$ cat config.mk
export PLATFORM = sky130hd
export DESIGN_NAME = alu_ctr_gen
export DESIGN_NICKNAME = d
export VERILOG_FILES = /design/src/rtl/alu_ctr_gen.sv
export SDC_FILE = /design/constraint.sdc
export NUM_CORES = 1
export LEC_CHECK = 0
export CORE_AREA = 10 10 87 89
export CTS_CLUSTER_SIZE = 10
export DETAILED_ROUTE_END_ITERATION = 10
export DIE_AREA = 0 0 97 99
export SYNTH_ARGS = -nofsm -noshare
export SYNTH_HDL_FRONTEND = slang
export SYNTH_SLANG_ARGS = --single-unit
$ cat constraint.sdc
create_clock -name clk -period 1.6 [get_ports clk]
set_input_delay 0.16 -clock clk [delete_from_list [all_inputs] [get_ports clk]]
set_output_delay 0.16 -clock clk [all_outputs]
set_load 0.01 [all_outputs]
$ cat src/rtl/alu_ctr_gen.sv
// RV32I ALU control decoder behind a one-entry output register plus skid buffer.
// Illegal encodings flow through flagged, with a saturating count of accepted illegal words.
module alu_ctr_gen (
   input  logic        clk,
   input  logic        rst_n,
   input  logic        in_valid,
   output logic        in_ready,
   input  logic [31:0] instr,
   output logic        out_valid,
   input  logic        out_ready,
   output logic [3:0]  aluctr,
   output logic        alu_asrc,
   output logic [1:0]  alu_bsrc,
   output logic [2:0]  ext_op,
   output logic        illegal,
   output logic [7:0]  illegal_cnt
);

   logic [6:0]  opcode;
   logic [2:0]  funct3;
   logic [6:0]  funct7;
   logic [3:0]  d_alu;
   logic        d_asrc;
   logic [1:0]  d_bsrc;
   logic [2:0]  d_ext;
   logic        d_ill;
   logic [10:0] dec;

   logic [10:0] out_q;
   logic [10:0] skid_q;
   logic        skid_valid;
   logic        in_xfer;

   assign opcode = instr[6:0];
   assign funct3 = instr[14:12];
   assign funct7 = instr[31:25];

   always_comb begin
      d_alu  = 4'b0000;
      d_asrc = 1'b0;
      d_bsrc = 2'b00;
      d_ext  = 3'b000;
      d_ill  = 1'b0;
      case (opcode)
         7'b0110111: begin
            d_alu  = 4'b1111;
            d_bsrc = 2'b01;
            d_ext  = 3'b001;
         end
         7'b0010111: begin
            d_asrc = 1'b1;
            d_bsrc = 2'b01;
            d_ext  = 3'b001;
         end
         7'b1101111: begin
            d_asrc = 1'b1;
            d_bsrc = 2'b10;
            d_ext  = 3'b100;
         end
         7'b1100111: begin
            d_asrc = 1'b1;
            d_bsrc = 2'b10;
            d_ill  = (funct3 != 3'b000);
         end
         7'b1100011: begin
            d_ext = 3'b011;
            case (funct3)
               3'b000, 3'b001: d_alu = 4'b1000;
               3'b100, 3'b101: d_alu = 4'b0010;
               3'b110, 3'b111: d_alu = 4'b0011;
               default:        d_ill = 1'b1;
            endcase
         end
         7'b0000011: begin
            d_bsrc = 2'b01;
            d_ill  = (funct3 == 3'b011) || (funct3 == 3'b110) || (funct3 == 3'b111);
         end
         7'b0100011: begin
            d_bsrc = 2'b01;
            d_ext  = 3'b010;
            d_ill  = (funct3[2] == 1'b1) || (funct3 == 3'b011);
         end
         7'b0010011: begin
            d_bsrc = 2'b01;
            d_alu  = {1'b0, funct3};
            if (funct3 == 3'b001 && funct7 != 7'b0000000)
               d_ill = 1'b1;
            if (funct3 == 3'b101) begin
               if (funct7 == 7'b0100000)
                  d_alu = 4'b1101;
               else if (funct7 != 7'b0000000)
                  d_ill = 1'b1;
            end
         end
         7'b0110011: begin
            if (funct7 == 7'b0000000)
               d_alu = {1'b0, funct3};
            else if (funct7 == 7'b0100000 && (funct3 == 3'b000 || funct3 == 3'b101))
               d_alu = {1'b1, funct3};
            else
               d_ill = 1'b1;
         end
         default: d_ill = 1'b1;
      endcase
      // illegal words leave the stage with every control field zeroed
      if (d_ill) begin
         d_alu  = 4'b0000;
         d_asrc = 1'b0;
         d_bsrc = 2'b00;
         d_ext  = 3'b000;
      end
   end

   assign dec     = {d_ill, d_alu, d_asrc, d_bsrc, d_ext};
   assign in_xfer = in_valid && in_ready;

   // in_ready comes straight from the skid flop, so it is registered by construction
   assign in_ready = !skid_valid;

   always_ff @(posedge clk or negedge rst_n) begin
      if (!rst_n) begin
         out_valid  <= 1'b0;
         out_q      <= '0;
         skid_valid <= 1'b0;
         skid_q     <= '0;
      end else if (!out_valid || out_ready) begin
         if (skid_valid) begin
            out_q      <= skid_q;
            out_valid  <= 1'b1;
            skid_valid <= 1'b0;
         end else if (in_xfer) begin
            out_q     <= dec;
            out_valid <= 1'b1;
         end else begin
            out_valid <= 1'b0;
         end
      end else if (in_xfer) begin
         skid_q     <= dec;
         skid_valid <= 1'b1;
      end
   end

   always_ff @(posedge clk or negedge rst_n) begin
      if (!rst_n)
         illegal_cnt <= 8'd0;
      else if (in_xfer && d_ill && illegal_cnt != 8'hFF)
         illegal_cnt <= illegal_cnt + 8'd1;
   end

   assign illegal  = out_q[10];
   assign aluctr   = out_q[9:6];
   assign alu_asrc = out_q[5];
   assign alu_bsrc = out_q[4:3];
   assign ext_op   = out_q[2:0];

endmodule

* Yosys cells after proc, flatten, opt, wreduce, memory -nomap -nowiden
Index checks and enable logic that the tools add are counted.
** Storage, ports and cells
- Flip-flop bits (word level) :: 32
- Bits of input ports :: 36
- Output and inout bits :: 21
- Word-level logic and storage cells :: 80
** Cells by class
- Add/sub/neg operators :: 1
- Equal/unequal tests :: 17
- Mux-type cells :: 27
- Bitwise operators :: 1
- Reductions and logical operators :: 29
** Operator list (number)
- $eq A7 B6 Y1 const B :: 4
- $mux W11 :: 2
- $eq A7 B7 Y1 const B :: 3
- $mux W4 :: 5
- $pmux W4 S4 :: 1
- $eq A7 B5 Y1 const B :: 2
- $mux W1 :: 13
- $eq A3 B3 Y1 const B :: 4
- $pmux W3 S4 :: 1
- $pmux W4 S3 :: 1
- $reduce_or A2 Y1 :: 5
- $add A8 B1 Y8 const B :: 1
- $ne A8 B8 Y1 const B :: 1
- $eq A7 B2 Y1 const B :: 1
- $logic_not A7 Y1 :: 1
- $pmux W1 S7 :: 1
- $reduce_bool A7 Y1 :: 1
- $reduce_or A3 Y1 :: 2
- $reduce_or A6 Y1 :: 1
- $logic_and A1 B1 Y1 :: 5
- $logic_or A1 B1 Y1 :: 5
- $reduce_or A5 Y1 :: 1
- $pmux W2 S2 :: 1
- $reduce_and A2 Y1 :: 2
- other kinds (9) :: 11

* Logic depth before layout (Yosys ltp)
Gate-level depths: netlist (run 1).
- Depth in word-level cells :: 10
- Depth in mapped cells :: 8
- Gate-level depth less buffers :: 6

* Least setup slack after synthesis (run 1)
No wires, ideal clock.
- Kind :: in2reg
- From :: input instr[14]
- To :: register illegal_cnt[1]
- Setup time :: 0.125 ns
- Arrival time :: 1.667 ns
- Required time :: 1.475 ns
- Setup slack :: -0.192 ns
- Stages on the path :: 7
- Path buffers :: 1
- Cells stage by stage :: buf_6 or2_4 o2bb2ai_1 a41o_1 nor3_2 or2_2 mux2_2
** On the way
- Word-level cells in the longest chain between the ends :: 9
** Ends and longest elaborated chain
- start: declaration :: line 8 : input logic [31:0] instr,
- $eq A3 B1 Y1 :: line 67, 86
- $logic_and A1 B1 Y1 :: line 86 : if (funct3 == 3'b001 && funct7 != 7'b0000000)
- $mux W1 :: line 86
- $mux W1 :: line 91 : else if (funct7 != 7'b0000000)
- $mux W1 :: line 89 : if (funct7 == 7'b0100000)
- $mux W1 :: line 88 : if (funct3 == 3'b101) begin
- $pmux W1 S7 * :: line 44 : case (opcode)
- $logic_and A1 B1 Y1 * (2 in series) :: line 146 : else if (in_xfer && d_ill && illegal_cnt != 8'hFF)
- end signal: assignment :: line 147 : illegal_cnt <= illegal_cnt + 8'd1;
- end: declaration :: line 16 : output logic [7:0] illegal_cnt
Every way passes the cells marked *; elsewhere a longest branch is shown, timed or not.
A chain may end at the register's enable or synchronous reset.

* Worst setup path in the final report (run 1)
- From :: input instr[28]
- To :: register out_q[10]
** On the way
- Word-level cells in the longest chain between the ends :: 9
** Ends and longest elaborated chain
- $reduce_bool A7 Y1 :: line 86, 91
- $logic_and A1 B1 Y1 :: line 86
- $mux W1 :: line 86
- $mux W1 :: line 91
- $mux W1 :: line 89
- $mux W1 :: line 88
- $pmux W1 S7 * :: line 44
- $mux W11 * :: line 131 : end else if (in_xfer) begin
- $mux W11 * :: line 127 : if (skid_valid) begin
- end signal: assignment :: line 128 : out_q <= skid_q;
- end: declaration :: line 29 : logic [10:0] out_q;
Every way passes the cells marked *; elsewhere a longest branch is shown, timed or not. The select of a mux whose other input is x is not followed.

==> impl_metrics.tcl, run 1 <==
set metrics [dict create \
    synth_top_area_cell "dfrtp_1" \
    postCtsHoldBufs 0 \
    gp_congestion 0.779 \
    synth_compound_area_share_pct 18.3 \
    area_delta_synth_final_pct 57.5 \
    yosysSeqAreaShare_pct 45.1 \
    first_pass_iters 5 \
    internal_power_mw 1.80 \
    synth_most_common_cell "dfrtp_1" \
    drcViolationCount 0 \
    synth_top_cells_by_area "dfrtp_1, nand2_1, o21ai_0, nand3_1, xor2_1" \
    cp_common_cell "buf_6" \
    synth_top_family_by_area "simple AND/OR/NAND/NOR gates" \
    rsz0062_at_grt "yes" \
    hpwl_mm 3.96 \
    worstPathCellList "buf_6 -> or4_4 -> nor3_4 -> a211oi_2 -> nor3_2 -> buf_6 -> o21ai_4 -> mux2_4" \
    critical-path-max-stage-delay_ns 0.56 \
    netlist_top_cells_count "dfrtp_1, nand2_1, o21ai_0, nand3_1, a21oi_1" \
    synthArstFlopShare_pct 100 \
    grt_overflow_total 0 \
    antenna_found_initial 0 \
    drt_iter0_drc 85 \
    via_count 1751 \
    groute.usage.overall_pct 10.2 \
    synth.mux.area_fraction_pct 1.90 \
    port_buffers 41 \
    die-area_um2 9600 \
    seqPwrFrac_pct 38.2 \
    layout-drive-gt1-share_pct 32.6 \
    clock.fmax_mhz 602 \
    tns_ns -0.154 \
    slew_violations 0 \
    synth_area_um2 1770 \
    p_total_mw 2.54 \
    htree_num_levels 2 \
    grt_pass1_wl_mm 8.31 \
    power_switching_uw 738 \
    dpl_cell_area_um2 2590 \
    max-cap-violations 0 \
    synth_flop_cell "dfrtp_1" \
    finalSetupViolations 4 \
    core_area_um2 5850 \
    grt_max_degree 33 \
    clk_pin_slew_ns 0.07 \
    synth_xor_area_share_pct 3.95 \
    status "finished with violations" \
    initial_utilization_pct 30.3 \
    crit_fanout 8 \
    synth-simple-area-share_pct 26.2 \
    hold_path.class "in2async" \
    crit_arrival_ns 1.82 \
    cts_tree "built" \
    p_clk_share_pct 26.3 \
    synth_edf_count 0 \
    nNetsFinal 319 \
    fin_area_um2 2800 \
    syn_nets 230 \
    ir_drop_mv 0.475 \
    synth.avg_cell_area_um2 9.19 \
    tightest_slew_ns 0.503 \
    clock_latency_ns 0.28 \
    hold_violations 0 \
    routed_via_density 4.90 \
    rows 28 \
    crit_slowest_cell "or4_4" \
    antenna_cells 0 \
    switching_share_pct 29.1 \
    grt_pass1_vias 1756 \
    maxSlewHeadroom_pct 66.4 \
    syn_inst 193 \
    finalClockSkew_ns 0.00836 \
    crit_required_ns 1.76 \
    p_comb_share_pct 35.5 \
    num_io_pins 57 \
    numCtsBuffers 5 \
    yosys_warnings 0 \
    postLayoutSetupSlackWorst_ns -0.0624 \
    synthAdderAreaFrac_pct 0.705 \
    p_per_area_nw_per_um2 908 \
    die_y_um 99 \
    critPathKind "in2reg" \
    drt_wl_total_mm 4.91 \
    root_buffer "clkbuf_8" \
    die_w_um 97 \
    clock_sinks 32 \
    cp-start-kind "input pin" \
    fin_crit_ns 1.66 \
    violations "setup timing" \
    synth_top_area_share_pct 45.1 \
    ys_seq_elements 32 \
    p_leak_nw 1.24 \
    clockBufferDepth 2 \
    worst_setup_path_end_kind "flip-flop" \
    ant_nets 0 \
    yosys.cell_types.count 46 \
    routedWlPerCell_um 13.7 \
    period_share_pct 104 \
]
[critical path: cells and delay by family]
| kind | cells | cell delay [ns] |
|---|---|---|
| AOI/OAI and AO/OA | 2 | 0.16 |
| muxes | 1 | 0.26 |
| and+or+nand+nor | 3 | 0.96 |
| buffers and inverters | 2 | 0.28 |
[layer usage]
metal	up-vias	share of wire (%)	global-route usage, %
met1	811	46	12.2
met3	7	5.7	3.35
met4	0	1.5	3.41
li1	881	-	-
met2	52	47	16.8
met5	-	0	0
[final timing paths]
check | startpoint | endpoint | slack, ns | cells after the start
min | rst_n | out_q[4] | 0.29 | 2
min in group clk | instr[3] | skid_q[2] | 0.42 | 4
max | instr[28] | out_q[10] | -0.06 | 8
max in group asynchronous | rst_n | illegal_cnt[3] | 1.01 | 2
min reg2reg | out_q[5] | out_q[5] | 0.47 | 2
max reg2reg | illegal_cnt[4] | illegal_cnt[1] | 0.06 | 5
[through the flow]
stage                     setup slack (ns)  hold slack [ns]  cells  utilization (%)
after floorplan                     -0.152           -0.136    193                -
after detailed placement            -0.662            0.462    348             44.3
after global placement              -0.629            0.457    348             44.3
after global routing                -0.134            0.326    357             47.8
final                              -0.0624            0.285    357             47.8
after CTS                          -0.0722            0.303    356             46.8
[flip-flops by register name, indices dropped and copies added, names as in the netlist]
name         cells
out_q           11
skid_q          11
illegal_cnt      8
out_valid        1
skid_valid       1
[placed cells by master, fill, tap and decap left out, drive strengths merged, types with 3 or more instances in the layout]
master / instances
buf: 52
xor2: 7
nand3: 14
nor2b: 4
dlygate4sd2: 7
a21oi: 9
clkdlybuf4s15: 6
dfrtp: 32
nand2b: 3
nor2: 5
mux2: 3
clkdlybuf4s50: 25
inv: 5
o211ai: 4
or4: 3
and3: 6
nor3: 9
clkbuf: 7
nand2: 30
o21ai: 25
[cell type report]
cell class / instances / area [µm²]
tap: 75 / 93.8
multi-input combinational: 148 / 1010
fill: 565 / 3060
clock buffer: 7 / 96.3
timing repair buffer: 90 / 776
sequential: 32 / 801
inverter: 5 / 18.8
[cell families (layout without fill, tap and decap cells)]
group / Yosys count / in the layout
simple gates: 85 / 85
compound gates: 51 / 51
flops: 32 / 32
buf+inv: 13 / 102
xor+xnor: 8 / 8
mux: 3 / 3
fa+ha+maj: 1 / 1
[power groups by stage]
stage          Clock (mW)  Combinational [mW]  Sequential [mW]
3_5_place_dp            0               0.879            0.987
3_3_place_gp            0               0.858            0.980
2_1_floorplan           0               0.248             1.07
6_report            0.667               0.902            0.970
5_1_grt             0.708               0.979            0.984
4_1_cts             0.676               0.903            0.971
[timing repair]
| item | 4_1_cts | 5_1_grt |
|---|---|---|
| pin swaps | 11 | 11 |
| buffers inserted | 1 | 1 |
| setup endpoints to repair | 24 | 22 |
| resized for setup | 47 | 15 |
(Power assumes the default switching activity.)
==> run 2, diff against run 1 <==
--- a/config.mk
+++ b/config.mk
@@ -5,10 +5,11 @@
 export SDC_FILE = /design/constraint.sdc
 export NUM_CORES = 1
 export LEC_CHECK = 0
-export CORE_AREA = 10 10 87 89
+export CORE_AREA = 4 4 81 83
 export CTS_CLUSTER_SIZE = 10
 export DETAILED_ROUTE_END_ITERATION = 10
-export DIE_AREA = 0 0 97 99
+export DIE_AREA = 0 0 85 87
+export REMOVE_ABC_BUFFERS = 1
 export SYNTH_ARGS = -nofsm -noshare
 export SYNTH_HDL_FRONTEND = slang
 export SYNTH_SLANG_ARGS = --single-unit
==> run 2 against run 1 <==
Compared with the run above: the flow still finishes with violations (setup timing); clock skew fell by 0.0047 ns; non-clock buffer count rose by 5; combinational power rose by 4.7%; via count rose by 0.74%; setup slack improved by 0.030 ns; sequential power rose by 1%; count of clock-buffer cells in the layout rose by 1; flip-flop and latch count did not move; total power rose by 0.67%; critical path depth rose by 1; highest routed layer unchanged.
==> impl_metrics.tcl, run 2 (synthesized netlist as in run 1, its figures left out) <==
set metrics [dict create \
    status "finished with violations" \
    violations "setup timing" \
    grt_max_degree 33 \
    tightest_slew_ns 0.477 \
    grt_overflow_total 0 \
    gp_congestion 0.778 \
    slew_violations 0 \
    maxSlewHeadroom_pct 68.2 \
    cp-start-kind "input pin" \
    finalClockSkew_ns 0.00366 \
    rrSetupSlack_ns 0.09 \
    reg2reg_to "illegal_cnt[1]" \
    clockBufferDepth 2 \
    cp_common_cell "buf_4" \
    drt_wl_total_mm 4.78 \
    p_leak_nw 1.27 \
    max-cap-violations 0 \
    clock_sinks 32 \
    pre_cts_ws_ns -0.757 \
    postLayoutSetupSlackWorst_ns -0.0320 \
    first_pass_iters 4 \
    core_area_um2 5850 \
    ir_drop_mv 0.545 \
    drt_iter0_drc 53 \
    crit_fanout 4 \
    fin_worst_hold_slack_ns 0.288 \
    final_common_cell "buf_4" \
    via_count 1764 \
    worstPathCellList "buf_6 -> or4_4 -> nor3_4 -> a211oi_2 -> nor3_2 -> buf_4 -> buf_4 -> o21ai_2 -> mux2_4" \
    period_share_pct 102 \
    tns_ns -0.0687 \
    numCtsBuffers 5 \
    antenna_cells 0 \
    routedWlPerCell_um 13.2 \
    critPathKind "in2reg" \
    crit_required_ns 1.76 \
    clk_pin_slew_ns 0.06 \
    hold_path.class "in2async" \
    die_w_um 85 \
    layout-drive-gt1-share_pct 33.7 \
    clock.fmax_mhz 613 \
    p_per_area_nw_per_um2 884 \
    area_delta_synth_final_pct 62.9 \
    die-area_um2 7400 \
    rsz0062_at_grt "yes" \
    cpLargestDelayFamily "simple AND/OR/NAND/NOR gates" \
    cts_tree "built" \
    nNetsFinal 324 \
    critical-path-max-stage-delay_ns 0.57 \
    num_io_pins 57 \
    crit_arrival_ns 1.79 \
    worst_setup_path_end_kind "flip-flop" \
    initial_utilization_pct 30.3 \
    hold_violations 0 \
    top_regs "out_q x11, skid_q x11, illegal_cnt x8" \
    htree_num_levels 2 \
    root_buffer "clkbuf_8" \
    r2r_start "illegal_cnt[2]" \
    crit_slowest_cell "or4_4" \
    drcViolationCount 0 \
    die_y_um 87 \
    routed_via_density 4.86 \
    ff2ff_path_depth 5 \
    ant_nets 0 \
    hpwl_mm 3.74 \
    antenna_found_initial 0 \
    rows 28 \
    path_buf_inv 3 \
    groute.usage.overall_pct 14.1 \
    grt_pass1_vias 1797 \
    final_cell_mix "buf_4, dfrtp_1, nand2_1" \
    port_buffers 41 \
    finalSetupViolations 4 \
    clock_latency_ns 0.28 \
    grt_pass1_wl_mm 8.42 \
    fin_crit_ns 1.63 \
]
## run 2: changes by cell type in the layout (fill, tap and decap cells not counted), sizes merged
cell	before	now
buf	52	57
clkbuf	7	9
clkdlybuf4s15	6	4
clkdlybuf4s50	25	23
dlygate4sd2	7	10
## run 2: what timing repair did
action | in CTS | in global routing
setup buffers | 3 | 3
endpoints found under the setup margin | 25 | 19
hold buffers | 0 | 0
gates resized for setup | 56 | 18
pin swaps | 21 | 17
## run 2: worst max-delay path by stage
stage          startpoint              to  cells past startpoint
6_report        instr[27]       out_q[10]                      9
5_1_grt         instr[27]  illegal_cnt[1]                      8
4_1_cts         instr[27]  illegal_cnt[1]                      8
3_5_place_dp    instr[26]  illegal_cnt[1]                      7
3_3_place_gp    instr[26]  illegal_cnt[1]                      7
2_1_floorplan   instr[26]  illegal_cnt[1]                      6
## run 2: metal layers
layer | global-route usage (%) | vias up | wire, µm | share of wire, %
met2 | 23.9 | 46 | 2310 | 48
met5 | 0 | - | 0 | 0
met4 | 4.32 | 0 | 68 | 1.4
li1 | - | 887 | - | -
met3 | 3.69 | 7 | 291 | 6.1
met1 | 17.7 | 824 | 2110 | 44
## run 2: cell type report
cell class	count	area (µm²)
inverter	5	18.8
clock buffer	8	90.1
timing repair buffer	95	821
multi-input combinational	148	1070
fill	551	2960
sequential	32	801
tap	75	93.8
## run 2: metrics by stage
stage                     util (%)  cells  cell area (µm²)  power [mW]
after floorplan                  -    185             1730        1.29
after global placement        44.5    349             2600        1.83
after detailed placement      44.5    349             2600        1.85
after CTS                     48.1    360             2820        2.55
after global routing          49.4    363             2890        2.70
final                         49.4    363             2890        2.56
## run 2: report_power, final
| part | total [mW] | internal, mW | switching, mW |
|---|---|---|---|
| Clock | 0.631 | 0.351 | 0.280 |
| Combinational | 0.944 | 0.529 | 0.414 |
| Sequential | 0.982 | 0.915 | 0.0667 |
==> run 3, diff against run 2 <==
--- a/config.mk
+++ b/config.mk
@@ -10,6 +10,7 @@
 export DETAILED_ROUTE_END_ITERATION = 10
 export DIE_AREA = 0 0 85 87
 export REMOVE_ABC_BUFFERS = 1
+export SLEW_MARGIN = 20
 export SYNTH_ARGS = -nofsm -noshare
 export SYNTH_HDL_FRONTEND = slang
 export SYNTH_SLANG_ARGS = --single-unit
==> results of run 3 <==
The final DEF is identical to that of run 2; final timing and power are the same.
